==> src/rtl/sdio_spi.sv <==
// SDIO register window and SPI mode-0 byte engine for the SD card.
// Single clock domain (CLKCPU); CPU accesses answered with a local DTACK.
`timescale 1ns/1ps
module sdio_spi #(
    parameter logic [7:0] DIV_RESET = 8'hFF
) (
    input  logic        CLKCPU,
    input  logic        RESET_n,
    input  logic        AS_CPU_n,
    input  logic        DS_n,
    input  logic        RW_n,
    input  logic        SDIO_ACCESS,
    input  logic [1:0]  A_REG,
    input  logic [15:0] D_IN,
    output logic [15:0] D_OUT,
    output logic        D_OE,
    output logic        DTACK_SDIO_n,
    output logic        SD_CLK,
    output logic        SD_MOSI,
    input  logic        SD_MISO,
    output logic        SD_CS_n
);

    typedef enum logic {StIdle, StPhase} state_e;

    localparam logic [1:0] RegData = 2'd0;
    localparam logic [1:0] RegCtrl = 2'd1;
    localparam logic [1:0] RegDiv  = 2'd2;

    state_e      r_state, w_state_next;
    logic [7:0]  r_cnt, w_cnt_next;
    logic [3:0]  r_half, w_half_next;
    logic [7:0]  r_shift, w_shift_next;
    logic        r_sbit, w_sbit_next;
    logic        r_sclk, w_sclk_next;
    logic        r_mosi, w_mosi_next;
    logic [7:0]  r_data, w_data_next;
    logic        r_ctrl, w_ctrl_next;
    logic [7:0]  r_div, w_div_next;
    logic [7:0]  r_divc, w_divc_next;
    logic        r_ack, w_ack_next;
    logic        r_rd, w_rd_next;
    logic [1:0]  r_sel, w_sel_next;

    logic        w_busy, w_tick, w_done, w_stall, w_accept, w_wr, w_start;
    logic [15:0] w_rdata;
    logic        w_unused;

    assign w_busy  = (r_state == StPhase);
    assign w_tick  = w_busy && (r_cnt == 8'd0);
    assign w_done  = w_tick && (r_half == 4'd15);
    // The BUSY-falling edge already accepts a stalled access.
    assign w_stall = w_busy && !w_done && (!RW_n || (A_REG == RegData));
    assign w_accept = !AS_CPU_n && !DS_n && SDIO_ACCESS && !r_ack && !w_stall;
    assign w_wr    = w_accept && !RW_n;
    assign w_start = w_wr && (A_REG == RegData);
    assign w_unused = ^D_IN[15:8];

    always_comb begin
        w_state_next = r_state;
        w_cnt_next   = r_cnt;
        w_half_next  = r_half;
        w_shift_next = r_shift;
        w_sbit_next  = r_sbit;
        w_sclk_next  = r_sclk;
        w_mosi_next  = r_mosi;
        w_data_next  = r_data;
        w_ctrl_next  = r_ctrl;
        w_div_next   = r_div;
        w_divc_next  = r_divc;
        w_ack_next   = r_ack;
        w_rd_next    = r_rd;
        w_sel_next   = r_sel;

        if (AS_CPU_n) begin
            w_ack_next = 1'b0;
            w_rd_next  = 1'b0;
        end else if (w_accept) begin
            w_ack_next = 1'b1;
            w_rd_next  = RW_n;
            w_sel_next = A_REG;
        end
        if (w_wr && (A_REG == RegCtrl)) w_ctrl_next = D_IN[0];
        if (w_wr && (A_REG == RegDiv))  w_div_next  = D_IN[7:0];

        case (r_state)
            StIdle: begin
                if (w_start) w_state_next = StPhase;
            end
            StPhase: begin
                if (w_tick) begin
                    w_cnt_next  = r_divc;
                    w_half_next = r_half + 4'd1;
                    if (!r_half[0]) begin
                        w_sclk_next = 1'b1;
                        w_sbit_next = SD_MISO;
                    end else begin
                        w_sclk_next  = 1'b0;
                        w_shift_next = {r_shift[6:0], r_sbit};
                        w_mosi_next  = r_shift[6];
                    end
                    if (w_done) begin
                        w_mosi_next  = 1'b1;
                        w_data_next  = {r_shift[6:0], r_sbit};
                        w_state_next = StIdle;
                    end
                end else begin
                    w_cnt_next = r_cnt - 8'd1;
                end
            end
            default: w_state_next = StIdle;
        endcase

        if (w_start) begin
            w_state_next = StPhase;
            w_shift_next = D_IN[7:0];
            w_mosi_next  = D_IN[7];
            w_cnt_next   = r_div;
            w_divc_next  = r_div;
            w_half_next  = 4'd0;
            w_sclk_next  = 1'b0;
        end
    end

    always_ff @(posedge CLKCPU or negedge RESET_n) begin
        if (!RESET_n) begin
            r_state <= StIdle;
            r_cnt   <= 8'd0;
            r_half  <= 4'd0;
            r_shift <= 8'hFF;
            r_sbit  <= 1'b1;
            r_sclk  <= 1'b0;
            r_mosi  <= 1'b1;
            r_data  <= 8'hFF;
            r_ctrl  <= 1'b0;
            r_div   <= DIV_RESET;
            r_divc  <= DIV_RESET;
            r_ack   <= 1'b0;
            r_rd    <= 1'b0;
            r_sel   <= 2'd0;
        end else begin
            r_state <= w_state_next;
            r_cnt   <= w_cnt_next;
            r_half  <= w_half_next;
            r_shift <= w_shift_next;
            r_sbit  <= w_sbit_next;
            r_sclk  <= w_sclk_next;
            r_mosi  <= w_mosi_next;
            r_data  <= w_data_next;
            r_ctrl  <= w_ctrl_next;
            r_div   <= w_div_next;
            r_divc  <= w_divc_next;
            r_ack   <= w_ack_next;
            r_rd    <= w_rd_next;
            r_sel   <= w_sel_next;
        end
    end

    always_comb begin
        w_rdata = 16'h0000;
        case (r_sel)
            2'd0:    w_rdata = {8'h00, r_data};
            2'd1:    w_rdata = {15'd0, r_ctrl};
            2'd2:    w_rdata = {8'h00, r_div};
            default: w_rdata = {15'd0, w_busy};
        endcase
    end

    assign D_OUT        = r_rd ? w_rdata : 16'h0000;
    assign D_OE         = r_rd;
    assign DTACK_SDIO_n = !r_ack;
    assign SD_CLK       = r_sclk;
    assign SD_MOSI      = r_mosi;
    assign SD_CS_n      = !r_ctrl;

endmodule
==> config.mk <==
export PLATFORM = sky130hd
export DESIGN_NAME = sdio_spi
export DESIGN_NICKNAME = d
export VERILOG_FILES = /design/src/rtl/sdio_spi.sv
export SDC_FILE = /design/constraint.sdc
export NUM_CORES = 1
export LEC_CHECK = 0
export ABC_AREA = 1
export BUFFER_PORTS_ARGS = -buffer_cell sky130_fd_sc_hd__buf_2
export CAP_MARGIN = 0
export CORE_MARGIN = 1
export CORE_UTILIZATION = 46
export DETAILED_ROUTE_END_ITERATION = 7
export GPL_ROUTABILITY_DRIVEN = 0
export PLACE_DENSITY = 0.76
export SLEW_MARGIN = 20
export SYNTH_ARGS = -nofsm -noshare
export SYNTH_HDL_FRONTEND = slang
export SYNTH_SLANG_ARGS = --single-unit
==> constraint.sdc <==
create_clock -name CLKCPU -period 4.75 [get_ports CLKCPU]
set_input_delay 1.425 -clock CLKCPU [delete_from_list [all_inputs] [get_ports CLKCPU]]
set_output_delay 1.425 -clock CLKCPU [all_outputs]
set_load 0.02 [all_outputs]
==> results.yml <==
setup_path:
  cp_max_fo: 8
  critPathLaunchType: "flop"
  r2r_slack_ns: 2.11
  worstPathArrival_ns: 1.74
  cp_slowest_stage_delay_ns: 0.47
  cp-endpoint: "D_OUT[0]"
  r2r_end: "r_divc[3]$_DFFE_PN1P_"
  reg2reg_depth: 8
  crit_path_end_kind: "output port"
  cp.depth: 4
  crit_start: "r_sel[0]$_DFFE_PN0P_"
  r2r_start: "r_state$_DFF_PN0_"
  path_cells: "nor2_1 > nand2_1 > a41oi_1 > buf_2"
  worstSetupPathType: "reg2out"
  worstPathRequired_ns: 3.32
  cp_slowest_cell: "nor2_1"
  crit_family: "simple AND/OR/NAND/NOR gates"
  crit_buf_inv: 1
cells_and_area:
  layout-drive-gt1-share: 0.2243
  multi_input_area_um2: 1120
  syn2layout_area_growth_pct: 9.619
  layout_common_cells: "124 x nand2_1, 39 x inv_1, 35 x nand3_1"
  layout_commonest_cell: "nand2_1"
  fin_nets: 406
  regArea_um2: 1318
  n_fill_cell: 534
  antenna_cells_inserted: 0
synthesis:
  syn_area_um2: 2693
  avgSynthCellArea_um2: 7.693
  seq_area_frac_synth: 0.4893
  synthCells: 350
  yosys.cell_types.count: 28
  synth-seq-cells: 51
  yosys_warnings: 0
pwr:
  clkPwrFrac: 0.329
  seqPwrFrac: 0.591
  leakage_nw: 1.497
  swShare: 0.2533
  pwr-share-comb: 0.080
  powerDensity_nw_per_um2: 267.8
  peakVddDrop_mv: 0.1882
  p_int_w: 0.0005903
  power_switching_w: 0.0002003
floorplanning:
  die_h_um: 78.51
  core-area_um2: 5574
  io_pins: 46
  rows: 27
  fp.dieW_um: 78.51
  dieArea_um2: 6163
  initial_core_util: 0.4831
global_route:
  overflow: 0
  grt_pass1_wl_um: 9846
  track_usage: 0.2054
  grt_max_degree: 44
  grt_antenna_before_repair: 0
  grt_pass1_vias: 2253
sta:
  min_period_over_period: 0.6654
  fmax_ghz: 0.3164
  maxSlewViolCount: 0
  skew_ns: 0.007837
  setup_ws_ns: 1.590
  hold_violations: 0
  timing.slew.headroom: 0.6354
  worst_pin_slew_ns: 0.5449
  rsz0062_at_grt: "no"
  whs_ns: 0.4722
  fin_tns_setup_ns: 0
  setup_viol: 0
  period_needed_ns: 3.160
clock_tree:
  root_buffer: "clkbuf_8"
  post_cts_buffers: 0
  cts_hold_buf: 0
  cts_buffers: 5
  htreeDepth: 2
  clk_latency_ns: 0.30
  cts_resized: 0
  clk_pin_slew_ns: 0.09
  cts_tree: "built"
  cts_max_path_buffers: 2
  cts_sinks: 51
status:
  status: "finished clean"
route:
  dr.pass1.iters: 4
  dr_total_vias: 2235
  drt_iter0_markers: 149
  vias_per_cell: 4.956
  drc: 0
  wl_um: 5572
  ant_nets: 0
  wire_per_inst_um: 12.35
place:
  dp_slack_ns: 1.443
  dpl.hpwl_um: 3960
  port_buffers: 29
worst_hold_path:
  hp-class: "reg2reg"
run:
  cap_violations: 0
## worst reg2reg max path, delay by kind of cell (launching register included)
family | cells | cell delay [ns]
AND/OR/NAND/NOR | 6 | 1.34
buffers and inverters | 1 | 0.46
AO/OA/AOI/OAI | 1 | 0.11
flip-flops | 1 | 0.65
## layout make-up
class                           count  area share
Tap cell                           72     0.03052
Clock inverter                      1    0.001696
Clock buffer                        7     0.02925
Multi-Input combinational cell    242      0.3794
Sequential cell                    51      0.4464
Timing Repair Buffer               30     0.05172
Inverter                           48     0.06104
## worst min-delay path by stage
| stage | cells after the start | slack [ns] | end | from |
|---|---|---|---|---|
| 6_report | 2 | 0.47 | r_divc[1]$_DFFE_PN1P_ | r_divc[1]$_DFFE_PN1P_ |
| 5_1_grt | 2 | 0.49 | r_divc[5]$_DFFE_PN1P_ | r_divc[5]$_DFFE_PN1P_ |
| 3_3_place_gp | 2 | 0.46 | r_divc[4]$_DFFE_PN1P_ | r_divc[4]$_DFFE_PN1P_ |
| 2_1_floorplan | 2 | 0.45 | r_shift[0]$_DFFE_PN1P_ | r_shift[0]$_DFFE_PN1P_ |
| 3_5_place_dp | 2 | 0.46 | r_divc[5]$_DFFE_PN1P_ | r_divc[5]$_DFFE_PN1P_ |
| 4_1_cts | 2 | 0.47 | r_divc[5]$_DFFE_PN1P_ | r_divc[5]$_DFFE_PN1P_ |
## Yosys cell counts
master      n  area (µm²)
a21oi_1    10       50.05
a31oi_1     1       6.260
a41oi_1     1       8.760
buf_2       3       15.01
buf_4      10       75.07
clkbuf_1    3       11.26
clkinv_1    1       3.750
conb_1      1       3.750
dfrtp_1    18       450.4
dfstp_2    33       867.1
ha_1        3       37.54
inv_1      39       146.4
inv_2       8       30.03
nand2_1   124       465.5
nand2_2     1       6.260
nand3_1    35       175.2
nand3_4     1       17.52
nand4_1     1       6.260
nand4_2     1       12.51
nand4_4     1       21.27
nor2_1     14       52.55
nor2_4      1       11.26
o211ai_1    1       7.510
o211ai_2    1       12.51
o21ai_0    19       95.09
o21ai_1    16       80.08
or2_2       1       6.260
xor2_1      2       17.52
## power by group through the flow
stage | Clock, W | Combinational (W) | Sequential [W]
after floorplan | 0 | 0.0000432 | 0.000470
after global placement | 0 | 0.0000630 | 0.000474
after detailed placement | 0 | 0.0000648 | 0.000474
after CTS | 0.000268 | 0.0000647 | 0.000467
after global routing | 0.000279 | 0.0000733 | 0.000469
final | 0.000260 | 0.0000632 | 0.000467
## routing by layer
layer	part of all wire	wire length, µm	global-route usage
met2	0.50	2782	0.3670
met5	0	0	0
met3	0.042	232	0.03488
met1	0.45	2534	0.2487
met4	0.0041	23	0.06667
## registers in the layout (all words and copies together) (netlist names)
signal / flops
r_shift: 7
r_state: 1
r_sbit: 1
r_sel: 2
r_cnt: 8
D_OE: 1
r_ack: 1
SD_MOSI: 1
r_ctrl: 1
r_div: 8
r_data: 8
r_divc: 8
r_half: 4
## metrics by stage
stage | util | cell area, µm² | total power (W) | instances
2_1_floorplan | - | 2719 | 0.0005136 | 357
3_3_place_gp | 0.5131 | 2860 | 0.0005365 | 443
3_5_place_dp | 0.5131 | 2860 | 0.0005384 | 443
4_1_cts | 0.5295 | 2952 | 0.0007995 | 451
5_1_grt | 0.5295 | 2952 | 0.0008215 | 451
6_report | 0.5295 | 2952 | 0.0007906 | 451
## logic make-up (layout without fill, tap and decap cells)
family | after synthesis | count (layout) | synth area share
fa+ha+maj | 3 | 3 | 0.01394
simple gates | 180 | 180 | 0.2876
buf+inv | 64 | 86 | 0.1046
other cells | 1 | 8 | 0.001393
flops | 51 | 51 | 0.4893
compound gates | 49 | 49 | 0.09666
xor+xnor | 2 | 2 | 0.006507
No activity file was read; power rests on OpenSTA's default activity.
